$ cat src/rtl/rgb_pattern_pkg.sv
// Shared constants for the 3-3-2 RGB test-pattern generator: pattern
// selectors, black/white levels and the colour-bar lookup.
package rgb_pattern_pkg;

  typedef enum logic [1:0] {
    MODE_PALETTE = 2'd0,
    MODE_BARS    = 2'd1,
    MODE_CHECKER = 2'd2,
    MODE_RAMP    = 2'd3
  } mode_e;

  localparam logic [7:0] BLACK = 8'h00;
  localparam logic [7:0] WHITE = 8'hFF;

  // Bar 0 is leftmost: white, yellow, cyan, green, magenta, red, blue, black.
  localparam logic [7:0] BAR_COLOURS [8] = '{
    8'hFF, 8'hFC, 8'h1F, 8'h1C, 8'hE3, 8'hE0, 8'h03, 8'h00
  };

  function automatic logic [7:0] bar_colour(input logic [2:0] idx);
    return BAR_COLOURS[idx];
  endfunction

endpackage

$ cat src/rtl/rgb_pattern_window.sv
// First pipeline stage: window test and window-relative offsets, registered
// together with the incoming active flag.
module rgb_pattern_window #(
  parameter int X_BITS    = 10,
  parameter int Y_BITS    = 9,
  parameter int START_X   = 0,
  parameter int START_Y   = 0,
  parameter int TILE_LOG2 = 4
) (
  input  logic                 clk,
  input  logic                 rst_n,
  input  logic [X_BITS-1:0]    x_i,
  input  logic [Y_BITS-1:0]    y_i,
  input  logic                 active_i,
  output logic                 in_win_o,
  output logic [TILE_LOG2+4:0] xo_o,
  output logic [2:0]           ytile_o,
  output logic                 active_o
);

  localparam int XW     = X_BITS + 1;
  localparam int YW     = Y_BITS + 1;
  localparam int XO_W   = TILE_LOG2 + 5;
  localparam int X_SPAN = 1 << (TILE_LOG2 + 5);
  localparam int Y_SPAN = 1 << (TILE_LOG2 + 3);

  // One spare bit so neither the subtraction nor the span compare can wrap.
  logic [XW-1:0] x_ext, xo_ext;
  logic [YW-1:0] y_ext, yo_ext;
  logic          in_win_d;

  assign x_ext  = {1'b0, x_i};
  assign y_ext  = {1'b0, y_i};
  assign xo_ext = x_ext - XW'(START_X);
  assign yo_ext = y_ext - YW'(START_Y);

  assign in_win_d = (x_ext >= XW'(START_X)) && (y_ext >= YW'(START_Y)) &&
                    (xo_ext < XW'(X_SPAN))  && (yo_ext < YW'(Y_SPAN));

  always_ff @(posedge clk) begin
    if (!rst_n) begin
      in_win_o <= 1'b0;
      xo_o     <= '0;
      ytile_o  <= '0;
      active_o <= 1'b0;
    end else begin
      in_win_o <= in_win_d;
      xo_o     <= xo_ext[XO_W-1:0];
      ytile_o  <= yo_ext[TILE_LOG2+2:TILE_LOG2];
      active_o <= active_i;
    end
  end

endmodule

$ cat src/rtl/rgb_pattern_gen.sv
// Registered 3-3-2 RGB test-pattern generator: two-stage pipeline from pixel
// coordinates to colour, with frame-synchronous mode select and animation.
module rgb_pattern_gen
  import rgb_pattern_pkg::*;
#(
  parameter int X_BITS     = 10,
  parameter int Y_BITS     = 9,
  parameter int START_X    = 0,
  parameter int START_Y    = 0,
  parameter int TILE_LOG2  = 4,
  parameter int FRAME_BITS = 8
) (
  input  logic              clk,
  input  logic              rst_n,
  input  logic [X_BITS-1:0] x,
  input  logic [Y_BITS-1:0] y,
  input  logic              active_video,
  input  logic              frame_start,
  input  logic [1:0]        mode_req,
  input  logic              anim_en,
  output logic [7:0]        rgb,
  output logic              active_video_out,
  output logic [1:0]        mode_cur
);

  localparam int T    = TILE_LOG2;
  localparam int XO_W = T + 5;

  mode_e                 mode_cur_q;
  logic [FRAME_BITS-1:0] frame_cnt_q;

  logic                  in_win_s1;
  logic [XO_W-1:0]       xo_s1;
  logic [2:0]            ytile_s1;
  logic                  active_s1;
  mode_e                 mode_s1_q;
  logic [FRAME_BITS-1:0] cnt_s1_q;
  logic                  anim_s1_q;

  logic [7:0]            rgb_d;
  logic [XO_W-1:0]       ramp_s;
  logic [2:0]            ramp_v;
  logic                  checker_c;
  logic [7:0]            rgb_q;
  logic                  active_q;

  always_ff @(posedge clk) begin
    if (!rst_n) begin
      mode_cur_q  <= MODE_PALETTE;
      frame_cnt_q <= '0;
    end else if (frame_start) begin
      mode_cur_q <= mode_e'(mode_req);
      if (anim_en) frame_cnt_q <= frame_cnt_q + 1'b1;
    end
  end

  rgb_pattern_window #(
    .X_BITS    (X_BITS),
    .Y_BITS    (Y_BITS),
    .START_X   (START_X),
    .START_Y   (START_Y),
    .TILE_LOG2 (TILE_LOG2)
  ) u_window (
    .clk      (clk),
    .rst_n    (rst_n),
    .x_i      (x),
    .y_i      (y),
    .active_i (active_video),
    .in_win_o (in_win_s1),
    .xo_o     (xo_s1),
    .ytile_o  (ytile_s1),
    .active_o (active_s1)
  );

  // Mode and count travel with the pixel, so a pixel coincident with
  // frame_start keeps the settings of the frame it belongs to.
  always_ff @(posedge clk) begin
    if (!rst_n) begin
      mode_s1_q <= MODE_PALETTE;
      cnt_s1_q  <= '0;
      anim_s1_q <= 1'b0;
    end else begin
      mode_s1_q <= mode_cur_q;
      cnt_s1_q  <= frame_cnt_q;
      anim_s1_q <= anim_en;
    end
  end

  always_comb begin
    ramp_s    = xo_s1 + XO_W'(cnt_s1_q);
    ramp_v    = ramp_s[XO_W-1:XO_W-3];
    checker_c = xo_s1[T] ^ ytile_s1[0] ^ (anim_s1_q & cnt_s1_q[0]);
    rgb_d     = BLACK;
    case (mode_s1_q)
      MODE_PALETTE: rgb_d = {xo_s1[T+4:T+2], ytile_s1, xo_s1[T+1:T]};
      MODE_BARS:    rgb_d = bar_colour(xo_s1[T+4:T+2]);
      MODE_CHECKER: rgb_d = checker_c ? WHITE : BLACK;
      MODE_RAMP:    rgb_d = {ramp_v, ramp_v, ramp_v[2:1]};
      default:      rgb_d = BLACK;
    endcase
    if (!(active_s1 && in_win_s1)) rgb_d = BLACK;
  end

  always_ff @(posedge clk) begin
    if (!rst_n) begin
      rgb_q    <= BLACK;
      active_q <= 1'b0;
    end else begin
      rgb_q    <= rgb_d;
      active_q <= active_s1;
    end
  end

  assign rgb              = rgb_q;
  assign active_video_out = active_q;
  assign mode_cur         = mode_cur_q;

endmodule

$ cat config.mk
export PLATFORM = sky130hd
export DESIGN_NAME = rgb_pattern_gen
export DESIGN_NICKNAME = d
export VERILOG_FILES = /design/src/rtl/rgb_pattern_pkg.sv /design/src/rtl/rgb_pattern_window.sv /design/src/rtl/rgb_pattern_gen.sv
export SDC_FILE = /design/constraint.sdc
export NUM_CORES = 1
export LEC_CHECK = 0
export ABC_AREA = 1
export BUFFER_PORTS_ARGS = -buffer_cell sky130_fd_sc_hd__buf_2
export CAP_MARGIN = 10
export CORE_MARGIN = 3
export CORE_UTILIZATION = 47
export DETAILED_ROUTE_END_ITERATION = 8
export HOLD_SLACK_MARGIN = 0.08
export PLACE_DENSITY = 0.73
export SYNTH_ARGS = -nofsm -noshare
export SYNTH_HDL_FRONTEND = slang
export SYNTH_SLANG_ARGS = --single-unit
$ cat constraint.sdc
create_clock -name clk -period 1.4 [get_ports clk]
set_input_delay 0.28 -clock clk [delete_from_list [all_inputs] [get_ports clk]]
set_output_delay 0.28 -clock clk [all_outputs]
set_load 0.02 [all_outputs]
; ---- Yosys cells after proc, flatten, opt, wreduce, memory -nomap -nowiden
; Memory sizes are Yosys's and may differ from the RTL's.
; Index checks and enable logic that the tools add are counted.
[op_classes]
multipliers = 0
n_lt_le_gt_ge = 5
muxes = 4
bitwise = 4
n_div = 0
n_reduce_logical = 7
shift = 0
n_eq_ne = 3
addsub = 2
[op_table]
columns = op, n
row1 = $pmux W8 S4, 1
row2 = $mux W8, 3
row3 = $ge A10 B1 Y1 const B, 1
row4 = $lt A10 B10 Y1 const B, 1
row5 = $add A9 B8 Y9, 1
row6 = $ge A9 B1 Y1 const B, 1
row7 = $lt A9 B8 Y1 const B, 1
row8 = $add A8 B1 Y8 const B, 1
row9 = $eq A2 B2 Y1 const B, 2
row10 = $ge A4 B4 Y1 const B, 1
row11 = $logic_and A1 B1 Y1, 4
row12 = $not A3 Y4, 1
row13 = $reduce_and A2 Y1, 2
row14 = $eq A2 B1 Y1 const B, 1
row15 = $logic_not A2 Y1, 1
row16 = $xor A1 B1 Y1, 2
row17 = $and A1 B1 Y1, 1
[word_totals]
latchBits = 0
out_inout_bits = 11
memories = 1
ram_bits = 0
ff_bits = 44
rom_bits = 64
[memory_table]
columns = name, words, word_bits, read_ports, rd_clocked_by_memory_dff, write_ports, line
row1 = (name not given), 8, 8, 1, 0, 0, rgb_pattern_pkg.sv:21  ; return BAR_COLOURS[idx];

; ---- Depth between registers and ports, before layout
[logic_depth]
depth_word = 5
mapped_depth = 12
mapped_depth_nobuf = 12

; ---- By module
; Synthesis repeated with hierarchy kept, for this count alone.
[unflattened]
hier_cells = 255
area_unflattened_um2 = 1886.8
[by_module_without_submodules]
columns = module, area_per_inst_um2, seq_area_each_um2, instances, cells_each
row1 = rgb_pattern_gen, 1475.2, 600.6, 1, 208
row2 = rgb_pattern_window, 411.6, 280.3, 1, 47

; ---- Least setup slack after synthesis
; OpenSTA, ideal clock, no wires.
[synth_path]
kind = register -> register
startpoint = register cnt_s1_q[3]
endpoint = register rgb_q[5] (netlist: rgb[5])
required_time_ps = 1291
path_stages_with_launch = 10
path_slack_ps = 54
path_buffers = 0
synth_period_minus_slack_ps = 1346
arrival_time_ps = 1238
path_cell_list = dfxtp_1 > ha_1 > a21oi_1 > nor2_1 > nor2_1 > nand3_1 > nand3_1 > nand3_1 > nand2_1 > inv_1
[synth_between]
elab_chain_len = 2
[synth_lines]
columns = element, line
row1 = "start, declared", rgb_pattern_gen.sv:37  ; logic [FRAME_BITS-1:0] cnt_s1_q;
row2 = "start signal, assigned", rgb_pattern_gen.sv:84  ; cnt_s1_q <= frame_cnt_q;
row3 = $add A9 B8 Y9, rgb_pattern_gen.sv:90  ; ramp_s = xo_s1 + XO_W'(cnt_s1_q);
row4 = $pmux W8 S4, rgb_pattern_gen.sv:94  ; case (mode_s1_q)
row5 = "end signal, assigned", rgb_pattern_gen.sv:109  ; rgb_q <= rgb_d;
row6 = "end, declared", rgb_pattern_gen.sv:44  ; logic [7:0] rgb_q;
; No other way between the ends.
; A chain may end at the register's enable or synchronous reset.

; ---- Final worst setup path
[layout_path]
startpoint = register cnt_s1_q[1]
endpoint = register rgb_q[7] (netlist: rgb[7])
; The elaborated chain is that of the path after synthesis.

==> flow_summary.ini <==
[status]
status = complete, but fails checks
failed_checks = setup timing

[yosys]
synth_edf_count = 0
synth_top_area_share_pct = 47.3
postSynth.asyncResetShare_pct = 0
yosys_warnings = 0
netlist_instances = 252
netlist_area_sq_mm = 0.00186
ys_top_cells_by_area = dfxtp_1 47%, nand2_1 12%, inv_1 9.9%
synth_commonest_cells = 61 x nand2_1, 49 x inv_1, 44 x dfxtp_1
ys_ff_latch = 44
synth-main-ff-cell = dfxtp_1
ys_seq_area_share_pct = 47.3
syn-mean-instance-area_sq_um = 7.38
yosysUniqueCellTypes = 26
synth_top_cell_by_area = dfxtp_1
synth.net_count = 286
synth.most_common_cell = nand2_1

[timing]
tightest_slew_ns = 0.462
timing.final.crit_share_pct = 102
hold_viol_final = 0
fin_worst_skew_ns = 0.00562
max_slew_margin_pct = 68.9
finalCriticalPeriod_ns = 1.43
max_freq_mhz = 700
timing.final.ws_setup_ns = -0.0288
rsz0062_at_grt = true
setup_viol = 4
drv_slew = 0

[global_routing]
grt_max_degree = 23
antenna_found_initial = 0
grt_pass1_wl_um = 5450
track_usage_pct = 15.5
grt_pass1_vias = 1379
grt.overflow.total = 0

[layout]
fin_nets = 324
syn_to_final_growth_pct = 25.5
final_layout_size_suffix_gt1_share_pct = 27.5
finish.utilization_pct = 62.4
fin_cells = 339
diodes = 0

[clocking]
htree_levels = 2
cts.sinks = 44
path_clk_slew_ns = 0.08
clock_latency_ns = 0.29
root_buffer = clkbuf_8
cts_tree = built
clockBufferDepth = 2
postCtsSetupRepairBufs = 0
cts_inserted_buffers = 5

[drt]
vias_per_cell = 4.53
num_vias = 1536
drt-total-wl_um = 3310
antenna_left = 0
post-route-drc-count = 0
drt_iter0_drc = 90
drt_pre_antenna_iters = 4
wl_per_cell_um = 9.75

[power_and_ir_drop]
power_mw = 2.45
p_per_area_mw_per_mm2 = 1050
p_leak_nw = 1.25
ir_worst_vdd_uv = 613

[placement]
dp_hpwl_um = 2370
place_inst = 331
routabilityCongestion = 0.858
preCtsSetupSlack_ns = -0.0944
io_buffers = 32

[die]
fp.dieH_um = 68.9
io_pins = 37
start_util_pct = 49.7
die_w_um = 68.9
row_count = 22
dieArea_sq_mm = 0.00475
design.core.area_sq_mm = 0.00374

[setup_path]
end_kind = flop
crit_arrival_ns = 1.63
reg2reg_depth = 12
cp.required_ns = 1.60
cp_max_fo = 3
critical_path_class = reg -> reg
cp-start-kind = flop

[min_path]
hold_class = in -> reg
whs_path_depth = 2

[run]
maxCapViolCount = 0
[per-layer routing]
| metal | GRT usage, % | share of wire, % | vias to the layer above |
|---|---|---|---|
| met5 | 0 | 0 | - |
| met4 | 6.08 | 1.2 | 0 |
| li1 | - | - | 836 |
| met3 | 4.70 | 6.0 | 5 |
| met2 | 27.5 | 47 | 36 |
| met1 | 17.3 | 45 | 659 |
[power by group]
group          leakage [nW]  switching (mW)  internal, mW
logic                 0.832           0.105        0.0879
registers             0.363          0.0260          1.29
clock network        0.0541           0.417         0.528
[flip-flops by register name, summed over array words and instances, names as in the netlist]
register           flops
cnt_s1_q               8
u_window.ytile_o       3
frame_cnt_q            8
active_video_out       1
mode_cur               2
rgb                    8
anim_s1_q              1
mode_s1_q              2
u_window.in_win_o      1
u_window.active_o      1
u_window.xo_o          9
[placed cells by master, fill, tap and decap left out, types with 5 or more instances in the layout]
cell type,count
nand2_1,59
inv_1,49
dfxtp_1,36
buf_2,32
nor2_1,25
nand3_1,10
nand3_2,8
a21oi_1,8
dfxtp_2,8
o21ai_0,7
nor3_1,6
ha_4,6
clkbuf_8,5
buf_4,5
[area by class of cell]
cell class	count	area (sq um)
Tap cell	48	60.1
Fill cell	348	1410
Sequential cell	44	891
Inverter	53	200
Clock buffer	5	68.8
Timing Repair Buffer	37	198
Clock inverter	3	42.5
Multi-Input combinational cell	149	875
[worst max-delay path: stages (launching register included)]
cell,delay (ns)
dfxtp_2,0.33
ha_4,0.26
nand3_2,0.06
nand2_2,0.09
nand2_1,0.05
nand2_1,0.06
nand2_1,0.07
nand2_1,0.06
nand2_1,0.07
nand3_2,0.10
nand3_2,0.06
nand2_1,0.08
inv_1,0.04
[cell families after synthesis]
group           after synthesis  share of synthesized area (%)
xor+xnor                      3                           1.41
compound gates               20                           5.65
flops                        44                           47.3
simple gates                118                           28.1
buf+inv                      59                           12.1
fa+ha+maj                     8                           5.38
[timing repair]
action                     in CTS  in global routing
hold buffers                    0                  0
resized for setup              13                 12
pin swaps                       3                  5
setup endpoints to repair       8                  8
[metrics by stage]
stage,area (sq um),TNS [ns],hold slack (ns)
finish,2330,-0.0664,0.132
global route,2330,-0.672,0.118
CTS,2290,-0.000254,0.119
detailed placement,2090,-0.565,0.416
global placement,2090,-0.356,0.422
floorplan,1860,0,0.352
[final timing paths]
path,startpoint,to,slack (ns)
worst max-delay path,cnt_s1_q[1],rgb[7],-0.03
worst min-delay path,x[9],u_window.in_win_o,0.13
worst max register to register,cnt_s1_q[1],rgb[7],-0.03
worst min register to register,u_window.active_o,active_video_out,0.43
(Power assumes the default switching activity.)
